$ cat src/rtl/muldiv_iter_pkg.sv
// Shared types for the execute-stage multiply/divide unit: ALU op encoding,
// the iterative unit's state enum and op-classification helpers.
package common;

  localparam int XLEN_WIDTH = 32;

  typedef enum logic [3:0] {
    ALU_ADD    = 4'd0,
    ALU_SUB    = 4'd1,
    ALU_AND    = 4'd2,
    ALU_OR     = 4'd3,
    ALU_XOR    = 4'd4,
    ALU_SLL    = 4'd5,
    ALU_SRL    = 4'd6,
    ALU_SRA    = 4'd7,
    ALU_MUL    = 4'd8,
    ALU_MULH   = 4'd9,
    ALU_MULHSU = 4'd10,
    ALU_MULHU  = 4'd11,
    ALU_DIV    = 4'd12,
    ALU_DIVU   = 4'd13,
    ALU_REM    = 4'd14,
    ALU_REMU   = 4'd15
  } alu_op_type;

  typedef enum logic [1:0] {
    IDLE = 2'd0,
    MUL  = 2'd1,
    DIV  = 2'd2,
    DONE = 2'd3
  } muldiv_state_t;

  function automatic logic is_mul_op(alu_op_type op);
    return op inside {ALU_MUL, ALU_MULH, ALU_MULHSU, ALU_MULHU};
  endfunction

  function automatic logic is_div_op(alu_op_type op);
    return op inside {ALU_DIV, ALU_DIVU, ALU_REM, ALU_REMU};
  endfunction

  function automatic logic is_rem_op(alu_op_type op);
    return op inside {ALU_REM, ALU_REMU};
  endfunction

  // Operand a is interpreted as two's complement for these ops.
  function automatic logic a_is_signed(alu_op_type op);
    return op inside {ALU_MUL, ALU_MULH, ALU_MULHSU, ALU_DIV, ALU_REM};
  endfunction

  // Operand b is interpreted as two's complement for these ops.
  function automatic logic b_is_signed(alu_op_type op);
    return op inside {ALU_MUL, ALU_MULH, ALU_DIV, ALU_REM};
  endfunction

endpackage

$ cat src/rtl/muldiv_iter_div_step.sv
// Combinational restoring-division slice: shifts DIV_BITS_PER_CYCLE dividend
// bits (MSB first) into the partial remainder, producing one quotient bit each.
module div_step #(
  parameter int XLEN_WIDTH         = 32,
  parameter int DIV_BITS_PER_CYCLE = 1
) (
  input  logic [XLEN_WIDTH-1:0]         rem_i,
  input  logic [DIV_BITS_PER_CYCLE-1:0] bits_i,
  input  logic [XLEN_WIDTH-1:0]         divisor_i,
  output logic [XLEN_WIDTH-1:0]         rem_o,
  output logic [DIV_BITS_PER_CYCLE-1:0] quo_o
);

  // One extra bit: the shifted remainder can reach 2*divisor-1.
  logic [XLEN_WIDTH:0] r;

  // Unrolled shift / trial-subtract / restore chain.
  always_comb begin
    r     = {1'b0, rem_i};
    quo_o = '0;
    for (int i = DIV_BITS_PER_CYCLE - 1; i >= 0; i--) begin
      r = {r[XLEN_WIDTH-1:0], bits_i[i]};
      if (r >= {1'b0, divisor_i}) begin
        r        = r - {1'b0, divisor_i};
        quo_o[i] = 1'b1;
      end
    end
    rem_o = r[XLEN_WIDTH-1:0];
  end

endmodule

$ cat src/rtl/muldiv_iter.sv
// Iterative RV32M/RV64M multiply/divide unit with valid/ready handshake,
// result tag and flush.
//
// Handshake: a request transfers on a rising edge where in_valid && in_ready;
// a result transfers on a rising edge where out_valid && out_ready. out_valid,
// out_result and out_tag hold stable until that transfer. flush outranks both.
module muldiv_iter #(
  parameter int XLEN_WIDTH         = common::XLEN_WIDTH,
  parameter int MUL_BITS_PER_CYCLE = 8,
  parameter int DIV_BITS_PER_CYCLE = 1,
  parameter int TAG_WIDTH          = 5
) (
  input  logic                  clk,
  input  logic                  reset,
  input  logic                  in_valid,
  output logic                  in_ready,
  input  common::alu_op_type    in_op,
  input  logic [XLEN_WIDTH-1:0] in_a,
  input  logic [XLEN_WIDTH-1:0] in_b,
  input  logic [TAG_WIDTH-1:0]  in_tag,
  input  logic                  flush,
  output logic                  out_valid,
  input  logic                  out_ready,
  output logic [XLEN_WIDTH-1:0] out_result,
  output logic [TAG_WIDTH-1:0]  out_tag,
  output logic                  busy,
  output common::muldiv_state_t dbg_state
);
  import common::*;

  localparam int X         = XLEN_WIDTH;
  localparam int M         = MUL_BITS_PER_CYCLE;
  localparam int K         = DIV_BITS_PER_CYCLE;
  localparam int MW        = X + M;
  localparam int MUL_STEPS = X / M;
  localparam int DIV_STEPS = X / K;
  localparam int MIN_BPC   = (M < K) ? M : K;
  localparam int CNT_W     = $clog2(X / MIN_BPC) + 1;

  muldiv_state_t    state_q, state_d;
  alu_op_type       op_q, op_d;
  logic [TAG_WIDTH-1:0] tag_q, tag_d;
  // Multiplicand for MUL, divisor for DIV.
  logic [X-1:0]     opnd_q, opnd_d;
  // MUL: {accumulator, remaining multiplier}; DIV: {remainder, dividend/quotient}.
  logic [2*X-1:0]   acc_q, acc_d;
  logic             neg_q, neg_d;
  logic             neg_rem_q, neg_rem_d;
  logic [CNT_W-1:0] cnt_q, cnt_d;
  logic [X-1:0]     result_q, result_d;

  // Operand decode at accept.
  logic         a_neg, b_neg, div_by_zero, div_ovf;
  logic [X-1:0] a_mag, b_mag, most_neg;

  assign most_neg    = {1'b1, {(X-1){1'b0}}};
  assign a_neg       = a_is_signed(in_op) && in_a[X-1];
  assign b_neg       = b_is_signed(in_op) && in_b[X-1];
  assign a_mag       = a_neg ? -in_a : in_a;
  assign b_mag       = b_neg ? -in_b : in_b;
  assign div_by_zero = (in_b == '0);
  assign div_ovf     = (in_op inside {ALU_DIV, ALU_REM}) && (in_a == most_neg) && (in_b == '1);

  // Multiply step: add multiplicand * low multiplier chunk to the upper half,
  // then shift the whole product register right by one chunk.
  logic [MW-1:0]  partial, hi_sum;
  logic [2*X-1:0] mul_next, mul_signed;
  logic [X-1:0]   mul_res;

  assign partial    = MW'(opnd_q) * MW'(acc_q[M-1:0]);
  assign hi_sum     = MW'(acc_q[2*X-1:X]) + partial;
  assign mul_next   = {hi_sum, acc_q[X-1:M]};
  // Fix-up is fed straight from the final step so the result register loads
  // on the last iteration edge.
  assign mul_signed = neg_q ? -mul_next : mul_next;
  assign mul_res    = (op_q == ALU_MUL) ? mul_signed[X-1:0] : mul_signed[2*X-1:X];

  // Divide step.
  logic [X-1:0]   div_rem, quo_fix, rem_fix, div_res;
  logic [K-1:0]   div_q;
  logic [2*X-1:0] div_next;

  div_step #(
    .XLEN_WIDTH        (X),
    .DIV_BITS_PER_CYCLE(K)
  ) u_div_step (
    .rem_i    (acc_q[2*X-1:X]),
    .bits_i   (acc_q[X-1 -: K]),
    .divisor_i(opnd_q),
    .rem_o    (div_rem),
    .quo_o    (div_q)
  );

  assign div_next = {div_rem, acc_q[X-K-1:0], div_q};
  assign quo_fix  = neg_q     ? -div_next[X-1:0]   : div_next[X-1:0];
  assign rem_fix  = neg_rem_q ? -div_next[2*X-1:X] : div_next[2*X-1:X];
  assign div_res  = is_rem_op(op_q) ? rem_fix : quo_fix;

  // Next-state and datapath-load logic; flush overrides everything.
  always_comb begin
    state_d   = state_q;
    op_d      = op_q;
    tag_d     = tag_q;
    opnd_d    = opnd_q;
    acc_d     = acc_q;
    neg_d     = neg_q;
    neg_rem_d = neg_rem_q;
    cnt_d     = cnt_q;
    result_d  = result_q;
    unique case (state_q)
      IDLE: begin
        if (in_valid && !flush) begin
          op_d      = in_op;
          tag_d     = in_tag;
          neg_d     = a_neg ^ b_neg;
          neg_rem_d = a_neg;
          if (is_mul_op(in_op)) begin
            state_d = MUL;
            opnd_d  = a_mag;
            acc_d   = {{X{1'b0}}, b_mag};
            cnt_d   = CNT_W'(MUL_STEPS);
          end else if (is_div_op(in_op)) begin
            if (div_by_zero) begin
              state_d  = DONE;
              result_d = is_rem_op(in_op) ? in_a : '1;
            end else if (div_ovf) begin
              state_d  = DONE;
              result_d = is_rem_op(in_op) ? '0 : in_a;
            end else begin
              state_d = DIV;
              opnd_d  = b_mag;
              acc_d   = {{X{1'b0}}, a_mag};
              cnt_d   = CNT_W'(DIV_STEPS);
            end
          end else begin
            state_d  = DONE;
            result_d = '0;
          end
        end
      end
      MUL: begin
        acc_d = mul_next;
        cnt_d = cnt_q - CNT_W'(1);
        if (cnt_q == CNT_W'(1)) begin
          result_d = mul_res;
          state_d  = DONE;
        end
      end
      DIV: begin
        acc_d = div_next;
        cnt_d = cnt_q - CNT_W'(1);
        if (cnt_q == CNT_W'(1)) begin
          result_d = div_res;
          state_d  = DONE;
        end
      end
      DONE: begin
        if (out_ready) state_d = IDLE;
      end
      default: state_d = IDLE;
    endcase
    if (flush) state_d = IDLE;
  end

  // State and datapath registers.
  always_ff @(posedge clk or posedge reset) begin
    if (reset) begin
      state_q   <= IDLE;
      op_q      <= ALU_ADD;
      tag_q     <= '0;
      opnd_q    <= '0;
      acc_q     <= '0;
      neg_q     <= 1'b0;
      neg_rem_q <= 1'b0;
      cnt_q     <= '0;
      result_q  <= '0;
    end else begin
      state_q   <= state_d;
      op_q      <= op_d;
      tag_q     <= tag_d;
      opnd_q    <= opnd_d;
      acc_q     <= acc_d;
      neg_q     <= neg_d;
      neg_rem_q <= neg_rem_d;
      cnt_q     <= cnt_d;
      result_q  <= result_d;
    end
  end

  assign in_ready   = (state_q == IDLE) && !flush && !reset;
  assign busy       = (state_q != IDLE);
  assign out_valid  = (state_q == DONE);
  assign out_result = result_q;
  assign out_tag    = tag_q;
  assign dbg_state  = state_q;

endmodule

$ cat config.mk
export PLATFORM = sky130hd
export DESIGN_NAME = muldiv_iter
export DESIGN_NICKNAME = d
export VERILOG_FILES = /design/src/rtl/muldiv_iter_pkg.sv /design/src/rtl/muldiv_iter_div_step.sv /design/src/rtl/muldiv_iter.sv
export SDC_FILE = /design/constraint.sdc
export NUM_CORES = 1
export LEC_CHECK = 0
export BUFFER_PORTS_ARGS = -buffer_cell sky130_fd_sc_hd__buf_2
export CAP_MARGIN = 30
export CELL_PAD_IN_SITES_DETAIL_PLACEMENT = 2
export CELL_PAD_IN_SITES_GLOBAL_PLACEMENT = 2
export CORE_MARGIN = 4
export CORE_UTILIZATION = 30
export CTS_CLUSTER_SIZE = 20
export DETAILED_ROUTE_END_ITERATION = 16
export PLACE_DENSITY = 0.73
export SYNTH_ARGS = -nofsm -noshare
export SYNTH_HDL_FRONTEND = slang
export SYNTH_SLANG_ARGS = --single-unit
export TNS_END_PERCENT = 100
$ cat constraint.sdc
create_clock -name clk -period 6.3 [get_ports clk]
set_input_delay 1.89 -clock clk [delete_from_list [all_inputs] [get_ports clk]]
set_output_delay 1.89 -clock clk [all_outputs]
set_load 0.01 [all_outputs]
* After elaboration in Yosys (flattened, before gate mapping)
Cells that the tools add are included.
** Cells by class
- Add/subtract/negate cells :: 8
- Multipliers :: 1
- Order comparisons :: 1
- Equality and inequality tests :: 30
- Muxes and demuxes :: 44
- Bitwise logic cells :: 1
- Reductions and logical operators :: 29
** Operators by type and width (number)
- $mux 32 :: 20
- $mux 64 :: 6
- $pmux 64 s3 :: 1
- $neg 32->32 :: 4
- $pmux 32 s3 :: 1
- $eq 32x32->1 const B :: 2
- $neg 64->64 :: 1
- $eq 4x4->1 const B :: 11
- $add 32x40->40 :: 1
- $mul 32x8->40 :: 1
- $ge 33x32->1 :: 1
- $logic_not 32->1 :: 1
- $sub 32x32->32 :: 1
- $mux 6 :: 5
- $reduce_and 5->1 :: 3
- $mux 2 :: 6
- $ne 3x3->1 const B :: 4
- $pmux 6 s2 :: 1
- $reduce_bool 2->1 :: 6
- $reduce_bool 4->1 :: 3
- $ne 2x2->1 const B :: 4
- $logic_and 1x1->1 :: 7
- $eq 6x1->1 const B :: 1
- $pmux 2 s3 :: 1
- other kinds (17) :: 22
** Storage, ports and cells
- Register bits after elaboration :: 147
- Input bits :: 78
- Output and inout port bits :: 42
- Word-level logic and storage cells :: 123

* Longest topological paths before layout
- Word-level depth :: 11
- Gate-level depth with buffers :: 26
- Mapped depth without buffers :: 23

* Modules after synthesis
From an unflattened synthesis, not the netlist that was laid out.
** Unflattened totals
- Cells, all modules :: 3105
- Area, all modules :: 24250.8 um2
** By module, submodules not included
- muldiv_iter :: instances 1, cells each 2782, area each 21919.8 um2, sequential area each 3678.5 um2
- div_step :: instances 1, cells each 323, area each 2331.0 um2, sequential area each 0.0 um2

* Worst setup path after synthesis
OpenSTA, ideal clock, no wires.
- Path kind :: register to register
- Start :: register acc_q[7]
- End :: register result_q[30] (netlist: out_result[30])
- Setup time :: 0.132 ns
- Arrival :: 6.529 ns
- Required time :: 6.168 ns
- Path slack :: -0.361 ns
- Stages on the path, launching flop included :: 25
- Buffers on the path :: 3
- Period minus slack after synthesis :: 6.661 ns
- Cells stage by stage :: dfrtp_1 clkbuf_1 clkbuf_1 nand2_1 fa_1 fa_1 inv_1 fa_1 inv_1 fa_1 inv_1 ha_1 clkbuf_1 o21a_1 o31ai_1 a211o_1 a2111oi_0 a311oi_1 a211oi_1 or4b_2 nor3_1 o31a_1 a31oi_1 a2111oi_0 nor2_1
** On the way
- Word-level cells in the longest chain between the ends :: 7
- Elaborated cells between the ends (all ways) :: 11
- Those cells by class :: add/sub (3); mul (1); mux (7)
** RTL lines
- start, declared :: line muldiv_iter.sv:46 : logic [2*X-1:0] acc_q, acc_d;
- start signal, assigned :: line muldiv_iter.sv:172 : acc_q <= '0;
- start signal, assigned :: line muldiv_iter.sv:182 : acc_q <= acc_d;
- $mul 32x8->40 :: line muldiv_iter.sv:70 : assign partial = MW'(opnd_q) * MW'(acc_q[M-1:0]);
- $add 32x40->40 :: line muldiv_iter.sv:71 : assign hi_sum = MW'(acc_q[2*X-1:X]) + partial;
- $neg 64->64 :: line muldiv_iter.sv:75 : assign mul_signed = neg_q ? -mul_next : mul_next;
- $mux 64 :: line muldiv_iter.sv:75
- $mux 32 :: line muldiv_iter.sv:76 : assign mul_res = (op_q == ALU_MUL) ? mul_signed[X-1:0] : mul_signed[2*X-1:X];
- $mux 32 :: line muldiv_iter.sv:144 : if (cnt_q == CNT_W'(1)) begin
- $pmux 32 s3 * :: line muldiv_iter.sv:110 : unique case (state_q)
- end signal, assigned :: line muldiv_iter.sv:186 : result_q <= result_d;
- end, declared :: line muldiv_iter.sv:50 : logic [X-1:0] result_q, result_d;
Mark *: on every way between the ends. The rest lies on a longest branch, timed or not. The select of a mux whose other input is x is not followed.
A chain may end at the register's enable or synchronous reset.

* Final worst setup path
- Start :: register acc_q[0]
- End :: register result_q[28] (netlist: out_result[28])
Same word-level chain as after synthesis.

==> reports/results.md <==
| Result | Value | Unit |
| --- | --- | --- |
| Hold_sp | out_result[8] | - |
| Gate Count Post-Synth | 3419 | - |
| Number of enable flip-flop cells after synthesis | 0 | - |
| Post-DRT Antenna Nets | 0 | - |
| Fraction of final layout cells with drive strength greater than 1 | 27.5 | % |
| Final WL | 160 | mm |
| Number of vias after detailed routing | 30300 | - |
| Start of the worst register-to-register path | acc_q[0] | - |
| Syn nets | 3815 | - |
| Nets | 4239 | - |
| Normalized max-slew margin | 23.9 | % |
| Share of synthesized cell area in and, or, nand and nor gates | 23.0 | % |
| Post-Route Skew | 0.0243 | ns |
| Maximum number of pins on one net before global-route repair | 79 | - |
| Max_cap viols | 0 | - |
| Post-synthesis cell area | 0.0254 | sq mm |
| Global-route wire length before repair | 215 | mm |
| DRC errors left | 0 | - |
| TritonCTS clock tree | done | - |
| Average cell area after synthesis | 7.43 | sq um |
| Per-cell via count in the routed design | 6.06 | - |
| Width of the chip | 299 | microns |
| Adder-Cell Fraction of Synth Area | 21.9 | % |
| Xor and xnor area share after synthesis | 6.96 | % |
| Sort of element at the start of the critical path | flop | - |
| PortBufs | 119 | - |
| Synthesized-area fraction occupied by ao, oa, aoi and oai cells | 23.0 | % |
| Number of clock buffers inserted by TritonCTS | 17 | - |
| Vias in the first global route | 32300 | - |
| Cell types occupying the most area after synthesis | fa_1 (17%), dfrtp_1 (14%), nand2_1 (5.5%) | - |
| Mux contribution to synthesized area | 1.69 | % |
| Final-report setup violation count | 31 | - |
| Portion of synthesized cell area occupied by the leading cell type | 16.8 | % |
| Master cell of the clock root buffer | clkbuf_16 | - |
| Critical path fanouts, max | 8 | - |
| Vertical die dimension | 299 | microns |
| Cell type contributing the most total cell area after synthesis | fa_1 | - |
| Final core area utilization | 40.0 | % |
| Clock transition at the registers of the reported paths | 0.07 | ns |
| Crit path top cell by count | fa_1 | - |
| Iteration-0 DRC count of the detailed router | 2492 | - |
| Main combinational cell family by area after synthesis | compound AO/OA/AOI/OAI gates | - |
| Transition time at the pin with the least slew margin | 1.14 | ns |
| Worst setup EP type | flop | - |
| Worst endpoint data arrival time | 7.34 | ns |
| Unrepaired setup endpoints after global routing | yes | - |
| GRT Total Usage | 31.9 | % |
| Data required time at the worst endpoint | 6.69 | ns |
| Status | complete, but fails checks | - |
| Count of buffer and inverter cells on the critical path | 8 | - |
| Ys Warns | 0 | - |
| Min-delay worst type | flop to flop | - |
| Worst r2r path cells | 25 | - |
| Highest cell delay on the worst timing path | 0.55 | ns |
| TritonRoute pass-1 iters | 5 | - |
| CTS H-Tree Depth | 4 | - |
| Total core area | 0.0838 | sq mm |
| Synth cell types | 93 | - |
| WS Path Type | flop to flop | - |
| Clk_lat worst skew | 0.52 | ns |
| Rows | 106 | - |
| Violations in the final reports | negative setup slack | - |
| HPWL after detailed placement | 112 | mm |
| P&R area growth vs syn | 31.9 | % |
| Total count of hold-check failures in the final report | 0 | - |
| Worst Hold Path Cells | 1 | - |
| Final RePlAce weighted congestion | 0.959 | - |
| Async set-or-reset flop fraction in the synthesized netlist | 100 | % |
| Number of clock sinks | 147 | - |
| Buffer levels on the longest clock path | 2 | - |
| Part of the Yosys area used for sequential elements | 14.5 | % |
| I/O pin cnt | 120 | - |
| Commonest register cell after synthesis | dfrtp_1 | - |
| Overflow left after global routing | 0 | - |
| Highest-delay cell along the critical path | fa_1 | - |
| Largest delay share family, worst path | adder cells | - |
| Endpoint of the worst hold path | out_result[8] | - |
| Final worst path period need | 6.95 | ns |
| Routed length per placed instance | 32.0 | microns |
| Maximum clock frequency | 0.144 | GHz |
| Reg2Reg Setup Slack | -0.65 | ns |
| Number of antenna violations at the first check in global routing | 8 | - |
| Final Max Slew Viols | 0 | - |
| Die outline area | 0.0894 | sq mm |
| Capture instance of the worst register-to-register path | out_result[28] | - |
| Initial Util | 30.3 | % |
| Part of the cycle the worst path needs | 110 | % |
| Worst hold slack across all endpoints | 0.502 | ns |
| Worst-case setup margin in the final layout | -0.647 | ns |
| Number of flip-flops and latches in the synthesized netlist | 147 | - |
==> what timing repair did <==
item,in CTS,in global routing
setup buffers,37,27
gates cloned,1,2
pin swaps,94,109
hold buffers,0,0
resized for setup,248,222
setup endpoints to repair,30,34
==> layout make-up <==
class / count / area [sq um]
Fill cell: 9633 / 50300
Multi-Input combinational cell: 2675 / 21500
Timing Repair Buffer: 655 / 5070
Sequential cell: 147 / 3700
Tap cell: 1134 / 1420
Inverter: 347 / 1310
Clock buffer: 17 / 425
Clock inverter: 15 / 134
Antenna cell: 2 / 5.00
==> cells in the mapped netlist (92+ instances only) <==
master / n
nor2_1: 268
nand2_1: 374
ha_1: 105
inv_1: 345
xor2_1: 92
dfrtp_1: 147
fa_1: 213
clkbuf_1: 221
o21ai_0: 249
xnor2_1: 110
and2_1: 184
a21oi_1: 256
==> layer usage <==
metal	global-route usage, %	up-vias	wire length, microns
li1	-	12600	-
met1	39.2	15700	59600
met2	53.4	1492	74700
met3	5.27	554	12300
met4	17.5	0	12900
met5	0	-	0
==> worst max path at each step <==
stage / from / to / slack [ns] / cells past startpoint
after CTS: acc_q[7] / out_result[30] / -0.15 / 24
final: acc_q[0] / out_result[28] / -0.65 / 25
after global placement: opnd_q[6] / out_result[29] / -0.63 / 24
after global routing: acc_q[0] / out_result[30] / -0.74 / 26
after floorplan: acc_q[7] / out_result[30] / -0.01 / 23
after detailed placement: acc_q[7] / out_result[30] / -0.87 / 23
==> sequential cells by signal (all words and copies together), names as in the netlist <==
name	count
acc_q	64
out_tag	5
cnt_q	6
op_q	4
dbg_state	2
out_result	32
opnd_q	32
neg_q	1
neg_rem_q	1
==> through the flow <==
step                      worst slack (ns)  instance area [sq um]  cells  TNS [ns]
after global placement              -0.630                  30400   4891     -6.87
after CTS                           -0.154                  32400   4962    -0.647
after floorplan                    -0.0140                  25500   3419   -0.0299
after global routing                -0.737                  33500   4990    -13.03
after detailed placement            -0.874                  30400   4892    -11.62
final                               -0.647                  33500   4992     -9.91
==> layout by cell type (no fill, tap or decap), types with 18 or more instances in the layout <==
master | synthesis | final
o21ai_1 | 5 | 29
ha_1 | 105 | 71
nand2_1 | 374 | 357
a21oi_1 | 256 | 222
buf_12 | 0 | 26
xor2_1 | 92 | 86
buf_2 | 9 | 120
nand3_1 | 68 | 65
inv_2 | 0 | 22
ha_4 | 0 | 28
nor4_1 | 28 | 21
and2_1 | 184 | 169
buf_4 | 0 | 482
mux2_2 | 19 | 18
inv_1 | 345 | 320
dfrtp_1 | 147 | 130
nor2_1 | 268 | 248
nor3_1 | 68 | 55
or3_1 | 39 | 33
o211ai_1 | 36 | 36
o22ai_1 | 35 | 33
a31oi_1 | 34 | 30
buf_6 | 2 | 24
xnor2_1 | 110 | 96
fa_1 | 213 | 211
o21ai_0 | 249 | 201
o31ai_1 | 54 | 44
a21oi_2 | 0 | 25
nand4_1 | 39 | 39
clkbuf_16 | 0 | 19
a21o_1 | 28 | 22
==> cell families (layout without fill, tap and decap cells) <==
kind of cell	Yosys count	count (layout)
compound gates	927	927
xor+xnor	202	202
fa+ha+maj	318	318
buf+inv	597	1034
flops	147	147
mux	38	38
other cells	0	2
simple gates	1190	1190
Power is not shown: default switching activity piles up to over one toggle a cycle in this logic, so the estimate is an artifact.
